<file path="config.mk">
export PLATFORM = sky130hd
export DESIGN_NAME = ex_muldiv_unit
export DESIGN_NICKNAME = d
export VERILOG_FILES = /design/src/rtl/muldiv_pkg.sv /design/src/rtl/muldiv_div_step.sv /design/src/rtl/ex_muldiv_unit.sv
export SDC_FILE = /design/constraint.sdc
export NUM_CORES = 1
export LEC_CHECK = 0
export ABC_AREA = 1
export BUFFER_PORTS_ARGS = -buffer_cell sky130_fd_sc_hd__clkbuf_2
export CORE_MARGIN = 4
export CORE_UTILIZATION = 35
export CTS_CLUSTER_SIZE = 30
export DETAILED_ROUTE_END_ITERATION = 7
export SLEW_MARGIN = 20
export SYNTH_ARGS = -nofsm -noshare
export SYNTH_HDL_FRONTEND = slang
export SYNTH_SLANG_ARGS = --single-unit
</file>
<file path="constraint.sdc">
create_clock -name clk -period 4.4 [get_ports clk]
set_input_delay 0 -clock clk [delete_from_list [all_inputs] [get_ports clk]]
set_output_delay 0 -clock clk [all_outputs]
set_load 0.01 [all_outputs]
</file>
<file path="src/rtl/muldiv_pkg.sv">
// ---------------------------------------------------------------------------
// muldiv_pkg
// Shared definitions for the iterative RV32M multiply/divide unit.
//   - state_e       : FSM state encoding (2 bits)
//   - FUNCT3_*      : funct3 op-select values of the M extension
//   - M_FUNCT7      : funct7 value identifying an M-extension R-type op
//   - ITER_LAST     : counter value of the final iteration
//   - helper functions for operand signedness and conditional negation
// ---------------------------------------------------------------------------
package muldiv_pkg;

  localparam int DATA_W = 32;

  typedef enum logic [1:0] {
    ST_IDLE = 2'b00,
    ST_MUL  = 2'b01,
    ST_DIV  = 2'b10,
    ST_DONE = 2'b11
  } state_e;

  localparam logic [2:0] FUNCT3_MUL    = 3'b000;
  localparam logic [2:0] FUNCT3_MULH   = 3'b001;
  localparam logic [2:0] FUNCT3_MULHSU = 3'b010;
  localparam logic [2:0] FUNCT3_MULHU  = 3'b011;
  localparam logic [2:0] FUNCT3_DIV    = 3'b100;
  localparam logic [2:0] FUNCT3_DIVU   = 3'b101;
  localparam logic [2:0] FUNCT3_REM    = 3'b110;
  localparam logic [2:0] FUNCT3_REMU   = 3'b111;

  localparam logic [6:0] M_FUNCT7  = 7'b0000001;
  localparam logic [5:0] ITER_LAST = 6'd31;

  // rs1 is treated as signed by MULH, MULHSU, DIV and REM.
  function automatic logic a_is_signed(input logic [2:0] funct3);
    return (funct3 == FUNCT3_MULH) || (funct3 == FUNCT3_MULHSU) ||
           (funct3 == FUNCT3_DIV)  || (funct3 == FUNCT3_REM);
  endfunction

  // rs2 is treated as signed only by MULH, DIV and REM.
  function automatic logic b_is_signed(input logic [2:0] funct3);
    return (funct3 == FUNCT3_MULH) || (funct3 == FUNCT3_DIV) ||
           (funct3 == FUNCT3_REM);
  endfunction

  function automatic logic [DATA_W-1:0] neg_if(input logic [DATA_W-1:0] val,
                                               input logic             neg);
    return neg ? (~val + 1'b1) : val;
  endfunction

endpackage

</file>
<file path="src/rtl/muldiv_div_step.sv">
// ---------------------------------------------------------------------------
// muldiv_div_step
// One combinational iteration of restoring division on unsigned magnitudes.
// Ports:
//   rem_i          : partial remainder from the previous iteration (< divisor)
//   dividend_bit_i : next dividend bit, taken MSB-first
//   divisor_i      : divisor magnitude
//   rem_o          : partial remainder after this iteration
//   q_bit_o        : quotient bit produced by this iteration
// ---------------------------------------------------------------------------
module muldiv_div_step
  import muldiv_pkg::*;
(
  input  logic [DATA_W-1:0] rem_i,
  input  logic              dividend_bit_i,
  input  logic [DATA_W-1:0] divisor_i,
  output logic [DATA_W-1:0] rem_o,
  output logic              q_bit_o
);

  logic [DATA_W:0] shifted;
  logic [DATA_W:0] diff;

  // The shifted remainder needs one extra bit, since rem_i < divisor can
  // still yield a value up to 2*divisor-1. The top bit of the difference
  // is the borrow: set means the trial subtraction must be undone.
  always_comb begin
    shifted = {rem_i, dividend_bit_i};
    diff    = shifted - {1'b0, divisor_i};
    q_bit_o = ~diff[DATA_W];
    rem_o   = diff[DATA_W] ? shifted[DATA_W-1:0] : diff[DATA_W-1:0];
  end

endmodule

</file>
<file path="src/rtl/ex_muldiv_unit.sv">
// ---------------------------------------------------------------------------
// ex_muldiv_unit
// Iterative RV32M multiply/divide unit sitting in EX behind the ID/EX
// register. Multiplies by 32-step shift-add, divides by 32-step restoring
// division, stalling the pipeline while it works.
// Ports:
//   clk, rst   : clock, asynchronous active-high reset
//   start_i    : qualified M-extension op present in EX
//   funct3_i   : operation select
//   op_a_i     : rs1 operand (post-forwarding)
//   op_b_i     : rs2 operand (post-forwarding)
//   flush_i    : kill the EX instruction, abandon any operation in flight
//   busy_o     : stall request to the hazard unit
//   done_o     : one-cycle pulse, result_o valid
//   result_o   : registered 32-bit result
// ---------------------------------------------------------------------------
module ex_muldiv_unit
  import muldiv_pkg::*;
#(
  parameter int XLEN = DATA_W
) (
  input  logic            clk,
  input  logic            rst,
  input  logic            start_i,
  input  logic [2:0]      funct3_i,
  input  logic [XLEN-1:0] op_a_i,
  input  logic [XLEN-1:0] op_b_i,
  input  logic            flush_i,
  output logic            busy_o,
  output logic            done_o,
  output logic [XLEN-1:0] result_o
);

  state_e            state_q, state_d;
  logic [5:0]        cnt_q, cnt_d;
  logic [2*XLEN-1:0] acc_q, acc_d;
  logic [XLEN-1:0]   a_q, a_d;
  logic [XLEN-1:0]   b_q, b_d;
  logic [2:0]        f3_q, f3_d;
  logic              neg_q, neg_d;
  logic [XLEN-1:0]   result_q, result_d;
  logic              done_q, done_d;

  // Operand preparation, only meaningful while in IDLE.
  logic            a_sgn, b_sgn;
  logic [XLEN-1:0] a_mag, b_mag;
  logic            is_div, is_rem;
  logic            div_zero, div_ovf;

  // Datapath step results.
  logic [XLEN:0]     mul_sum;
  logic [2*XLEN-1:0] mul_acc_next;
  logic [2*XLEN-1:0] prod;
  logic [XLEN-1:0]   mul_res;
  logic [XLEN-1:0]   div_rem;
  logic              div_qbit;
  logic [XLEN-1:0]   div_quot_next;
  logic [XLEN-1:0]   div_res;

  muldiv_div_step u_div_step (
    .rem_i          (acc_q[XLEN-1:0]),
    .dividend_bit_i (a_q[XLEN-1]),
    .divisor_i      (b_q),
    .rem_o          (div_rem),
    .q_bit_o        (div_qbit)
  );

  // Magnitudes and special-case detection from the raw operands.
  // The most negative value negates to itself, which is still the correct
  // unsigned magnitude 2^31.
  always_comb begin
    a_sgn    = a_is_signed(funct3_i) & op_a_i[XLEN-1];
    b_sgn    = b_is_signed(funct3_i) & op_b_i[XLEN-1];
    a_mag    = neg_if(op_a_i, a_sgn);
    b_mag    = neg_if(op_b_i, b_sgn);
    is_div   = funct3_i[2];
    is_rem   = funct3_i[1];
    div_zero = is_div & (op_b_i == '0);
    div_ovf  = ((funct3_i == FUNCT3_DIV) || (funct3_i == FUNCT3_REM)) &
               (op_a_i == {1'b1, {(XLEN-1){1'b0}}}) & (op_b_i == '1);
  end

  // Shift-add multiply: add the multiplicand into the upper half when the
  // current multiplier LSB is set, then shift the whole accumulator right.
  // After 32 steps the accumulator holds the 64-bit product magnitude.
  always_comb begin
    mul_sum      = {1'b0, acc_q[2*XLEN-1:XLEN]} + (b_q[0] ? {1'b0, a_q} : '0);
    mul_acc_next = {mul_sum, acc_q[XLEN-1:1]};
    prod         = neg_q ? (~mul_acc_next + 1'b1) : mul_acc_next;
    mul_res      = (f3_q == FUNCT3_MUL) ? prod[XLEN-1:0] : prod[2*XLEN-1:XLEN];
  end

  // Divide: the dividend register shifts out MSB-first and collects the
  // quotient bits in from the LSB. neg_q already carries the right sign for
  // the selected output (quotient or remainder).
  always_comb begin
    div_quot_next = {a_q[XLEN-2:0], div_qbit};
    div_res       = f3_q[1] ? neg_if(div_rem, neg_q) : neg_if(div_quot_next, neg_q);
  end

  // Next-state logic. The result is captured on the edge into DONE so the
  // output is purely registered.
  always_comb begin
    state_d  = state_q;
    cnt_d    = cnt_q;
    acc_d    = acc_q;
    a_d      = a_q;
    b_d      = b_q;
    f3_d     = f3_q;
    neg_d    = neg_q;
    result_d = result_q;
    done_d   = 1'b0;

    case (state_q)
      ST_IDLE: begin
        if (start_i) begin
          f3_d  = funct3_i;
          a_d   = a_mag;
          b_d   = b_mag;
          neg_d = (is_div & is_rem) ? a_sgn : (a_sgn ^ b_sgn);
          acc_d = '0;
          cnt_d = '0;
          if (div_zero) begin
            state_d  = ST_DONE;
            done_d   = 1'b1;
            result_d = is_rem ? op_a_i : '1;
          end else if (div_ovf) begin
            state_d  = ST_DONE;
            done_d   = 1'b1;
            result_d = is_rem ? '0 : op_a_i;
          end else begin
            state_d = is_div ? ST_DIV : ST_MUL;
          end
        end
      end
      ST_MUL: begin
        acc_d = mul_acc_next;
        b_d   = b_q >> 1;
        cnt_d = cnt_q + 6'd1;
        if (cnt_q == ITER_LAST) begin
          state_d  = ST_DONE;
          done_d   = 1'b1;
          result_d = mul_res;
        end
      end
      ST_DIV: begin
        acc_d = {{XLEN{1'b0}}, div_rem};
        a_d   = div_quot_next;
        cnt_d = cnt_q + 6'd1;
        if (cnt_q == ITER_LAST) begin
          state_d  = ST_DONE;
          done_d   = 1'b1;
          result_d = div_res;
        end
      end
      ST_DONE: begin
        state_d = ST_IDLE;
      end
      default: begin
        state_d = ST_IDLE;
      end
    endcase

    // A flush overrides everything, including a start seen in IDLE.
    if (flush_i) begin
      state_d = ST_IDLE;
      done_d  = 1'b0;
    end
  end

  always_ff @(posedge clk or posedge rst) begin
    if (rst) begin
      state_q  <= ST_IDLE;
      cnt_q    <= '0;
      acc_q    <= '0;
      a_q      <= '0;
      b_q      <= '0;
      f3_q     <= FUNCT3_MUL;
      neg_q    <= 1'b0;
      result_q <= '0;
      done_q   <= 1'b0;
    end else begin
      state_q  <= state_d;
      cnt_q    <= cnt_d;
      acc_q    <= acc_d;
      a_q      <= a_d;
      b_q      <= b_d;
      f3_q     <= f3_d;
      neg_q    <= neg_d;
      result_q <= result_d;
      done_q   <= done_d;
    end
  end

  // busy must rise in the cycle the op enters EX, so it looks at start_i
  // directly. It stays low in DONE so the pipeline advances on that edge.
  // A flush landing in the DONE cycle kills the instruction, so its done
  // pulse is suppressed as well.
  always_comb begin
    busy_o   = ~rst & ((start_i & (state_q != ST_DONE) & ~flush_i) |
                       (state_q == ST_MUL) | (state_q == ST_DIV));
    done_o   = done_q & ~flush_i;
    result_o = result_q;
  end

endmodule

</file>
==> impl_metrics.json <==
{
  "status": "complete, but fails checks",
  "failed_checks": "design-rule violations",
  "synth.yosys.seq_area_share_pct": 21.29,
  "power_switching_share_pct": 57.83,
  "die_area_sq_mm": 0.06203,
  "global_route_wire_length_before_repair_microns": 125200,
  "final_util_pct": 39.92,
  "weighted_congestion_at_the_end_of_routability_driven_global_placement": 0.9751,
  "power.share.sequential_pct": 19.5,
  "drt.antenna.violating_nets": 0,
  "hold_path_depth": 4,
  "cts_tree": "done",
  "setup.worst_path.end_class": "register",
  "power_density_mw_per_mm2": 570.1,
  "clkSinkCount": 173,
  "synth_largest_area_cell": "sky130_fd_sc_hd__dfrtp_1",
  "yosys_warnings": 0,
  "slew_headroom_pct": 31.57,
  "timing.reg2reg.setup_slack_ns": 0.35,
  "hold_end": "b_q[12]",
  "power_report.internal_total_mw": 5.526,
  "hold_start": "op_b_i[12]",
  "timing.critical_path.mode_cell": "sky130_fd_sc_hd__nand2_1",
  "synth.cell_area_sq_mm": 0.02034,
  "synth_most_common_cell": "sky130_fd_sc_hd__nand2_1",
  "die-height_microns": 249.1,
  "synth.distinct_cells": 55,
  "setup_repair_after_global_routing_missed_its_margin": "yes",
  "worst_ir_drop_vdd_v": 0.0008362,
  "setup.worst_path.start_class": "register",
  "power.leakage_nw": 12.32,
  "vias_in_the_first_global_route": 21780,
  "worstPathMaxFanout": 4,
  "worstSkewPairLatency_ns": 0.51,
  "number_of_top_level_pins": 105,
  "final-setup-viol-count": 0,
  "route.final.wire_length_microns": 79720,
  "synthTopCellsByCount": "sky130_fd_sc_hd__nand2_1, sky130_fd_sc_hd__inv_1, sky130_fd_sc_hd__nor2_1",
  "synth_top_area_share_pct": 21.29,
  "post_synth_inst_count": 3573,
  "fmax_mhz": 246.9,
  "clock-skew-final_ns": 0.01229,
  "initial_antenna_violation_count": 3,
  "drtPass1Iterations": 8,
  "post-route-period-util_pct": 92.06,
  "report.final.hold_viol_count": 0,
  "nets": 3830,
  "drive_above_1_share_pct": 8.909,
  "synth_nets": 3723,
  "worst-r2r-cell-count": 33,
  "rr_startpoint": "a_q[31]",
  "place_worst_setup_slack_ns": 0.09430,
  "clk_transition_reported_paths_ns": 0.07,
  "p_sw_mw": 7.580,
  "criticalPathCategory": "register to register",
  "post-route-worst-setup-slack_ns": 0.3494,
  "cts_root_buffer": "sky130_fd_sc_hd__clkbuf_16",
  "grtUsageTotal_pct": 25.28,
  "die_x_microns": 249.1,
  "synth-async-reset-ratio_pct": 100.0,
  "initial_utilization_pct": 35.32,
  "synth-main-ff-cell": "sky130_fd_sc_hd__dfrtp_1",
  "drc_errors": 8,
  "timing_worst_slew_pin_value_ns": 1.026,
  "synth_area_leaders": "sky130_fd_sc_hd__dfrtp_1, sky130_fd_sc_hd__nand2_1, sky130_fd_sc_hd__inv_1",
  "vias_per_cell": 5.345,
  "r2r_end": "result_o[28]",
  "slew_viol_final": 0,
  "num_antenna_cells": 0,
  "pwr-share-comb_pct": 67.6,
  "port_buffers": 104,
  "synth-edff-count": 0,
  "core_region_area_sq_mm": 0.05759,
  "cts-buffers-inserted": 17,
  "cpPeakStageDelay_ns": 0.37,
  "timing.critical_path.slowest_stage_cell": "sky130_fd_sc_hd__dfrtp_1",
  "cts_max_path_buffers": 2,
  "placement_rows": 88,
  "area_growth_syn_to_layout_pct": 13.05,
  "crit_arrival_ns": 4.49,
  "num_vias": 23830,
  "period_needed_ns": 4.051,
  "ys_ff_latch": 173,
  "grt_overflow_total": 0,
  "place.detailed.hpwl_microns": 63200,
  "drt_iter0_markers": 2685,
  "htreeDepth": 4,
  "synth_area_per_cell_sq_um": 5.692,
  "grt_start_max_net_pins": 132,
  "p_clk_share_pct": 12.9,
  "max_cap_viol_count": 0,
  "wl_per_cell_microns": 17.88,
  "worst_min_delay_path_class": "input port to register",
  "crit_required_ns": 4.84
}
==> per-layer routing <==
| layer | part of all wire (%) | GRT usage (%) | up-vias | routed length, microns |
|---|---|---|---|---|
| met5 | 0.034 | 0 | - | 27 |
| met4 | 3.4 | 9.356 | 4 | 2739 |
| li1 | - | - | 11790 | - |
| met3 | 7.2 | 3.811 | 133 | 5776 |
| met1 | 45 | 35.25 | 11010 | 35750 |
| met2 | 44 | 39.73 | 895 | 35420 |
==> state kept, by name, summed over array words and instances (netlist names) <==
| register | count |
|---|---|
| state_q | 2 |
| neg_q | 1 |
| a_q | 32 |
| cnt_q | 6 |
| b_q | 32 |
| done_q | 1 |
| f3_q | 3 |
| acc_q | 64 |
| result_o | 32 |
==> area by class of cell <==
| class | count | area, sq um |
|---|---|---|
| clock inverter | 13 | 177.7 |
| timing repair buffer | 221 | 1573 |
| tap | 765 | 957.2 |
| fill | 6396 | 34590 |
| sequential | 173 | 4333 |
| multi-input combinational | 2791 | 13720 |
| clock buffer | 19 | 442.9 |
| inverter | 476 | 1790 |
==> logic make-up after synthesis <==
| kind of cell | count (synthesis) | synth area share, % |
|---|---|---|
| DFF | 173 | 21.29 |
| AOI/OAI and AO/OA | 612 | 16.88 |
| buffers and inverters | 609 | 11.70 |
| and+or+nand+nor | 2035 | 42.40 |
| adders and majority gates | 79 | 4.934 |
| xor gates and xnor gates | 65 | 2.799 |
==> worst max-delay path by stage <==
stage / start / endpoint / depth (start not counted)
6_report: a_q[31] / result_o[28] / 33
5_1_grt: a_q[31] / result_o[28] / 33
4_1_cts: a_q[31] / result_o[28] / 33
3_5_place_dp: a_q[31] / result_o[28] / 33
3_3_place_gp: a_q[31] / result_o[28] / 33
2_1_floorplan: a_q[31] / result_o[28] / 35
==> critical path: cells and delay by family, from the launching register on <==
| family | cells | cell delay, ns |
|---|---|---|
| simple gates | 24 | 2.38 |
| fa+ha+maj | 3 | 0.71 |
| flops | 1 | 0.37 |
| buf+inv | 4 | 0.29 |
| compound gates | 2 | 0.22 |
==> placed cells by master, fill, tap and decap left out, types with 24 or more instances in the layout <==
cell type and instances:
sky130_fd_sc_hd__o221ai_1 48, sky130_fd_sc_hd__a31oi_1 24, sky130_fd_sc_hd__xor2_1 47, sky130_fd_sc_hd__nand3_1 301
sky130_fd_sc_hd__nor2_1 380, sky130_fd_sc_hd__clkbuf_2 104, sky130_fd_sc_hd__a21oi_1 216, sky130_fd_sc_hd__dlygate4sd3_1 53
sky130_fd_sc_hd__nor3_1 49, sky130_fd_sc_hd__ha_1 74, sky130_fd_sc_hd__o21ai_0 258, sky130_fd_sc_hd__nor2_2 29
sky130_fd_sc_hd__dfrtp_1 172, sky130_fd_sc_hd__inv_1 462, sky130_fd_sc_hd__nand2_1 1121, sky130_fd_sc_hd__nand2_2 43
sky130_fd_sc_hd__nand4_1 47, sky130_fd_sc_hd__buf_4 60
==> stage by stage <==
| stage | hold WS, ns | power, mW | setup TNS (ns) | instance area [sq um] | cells |
|---|---|---|---|---|---|
| 5_1_grt | 0.05517 | 14.25 | -0.001593 | 22990 | 4458 |
| 4_1_cts | 0.0004631 | 12.91 | 0 | 22900 | 4456 |
| 3_3_place_gp | 0.2360 | 11.11 | 0 | 21740 | 4371 |
| 2_1_floorplan | 0.04409 | 8.270 | 0 | 20340 | 3573 |
| 6_report | 0.04024 | 13.11 | 0 | 22990 | 4458 |
| 3_5_place_dp | 0.2394 | 11.12 | 0 | 21750 | 4371 |
==> power by group through the flow <==
stage | Sequential, mW | Combinational, mW | Clock (mW)
4_1_cts | 2.54 | 8.64 | 1.73
2_1_floorplan | 2.41 | 5.86 | 0
6_report | 2.56 | 8.85 | 1.69
5_1_grt | 2.62 | 9.84 | 1.79
3_3_place_gp | 2.56 | 8.55 | 0
3_5_place_dp | 2.56 | 8.56 | 0
==> what timing repair did <==
item / CTS / global route
gates resized for setup: 0 / 16
endpoints found under the setup margin: 0 / 11
hold buffers: 53 / 0
endpoints found under the hold margin: 233 / 0
setup buffers: 0 / 2
(Power assumes the default switching activity.)
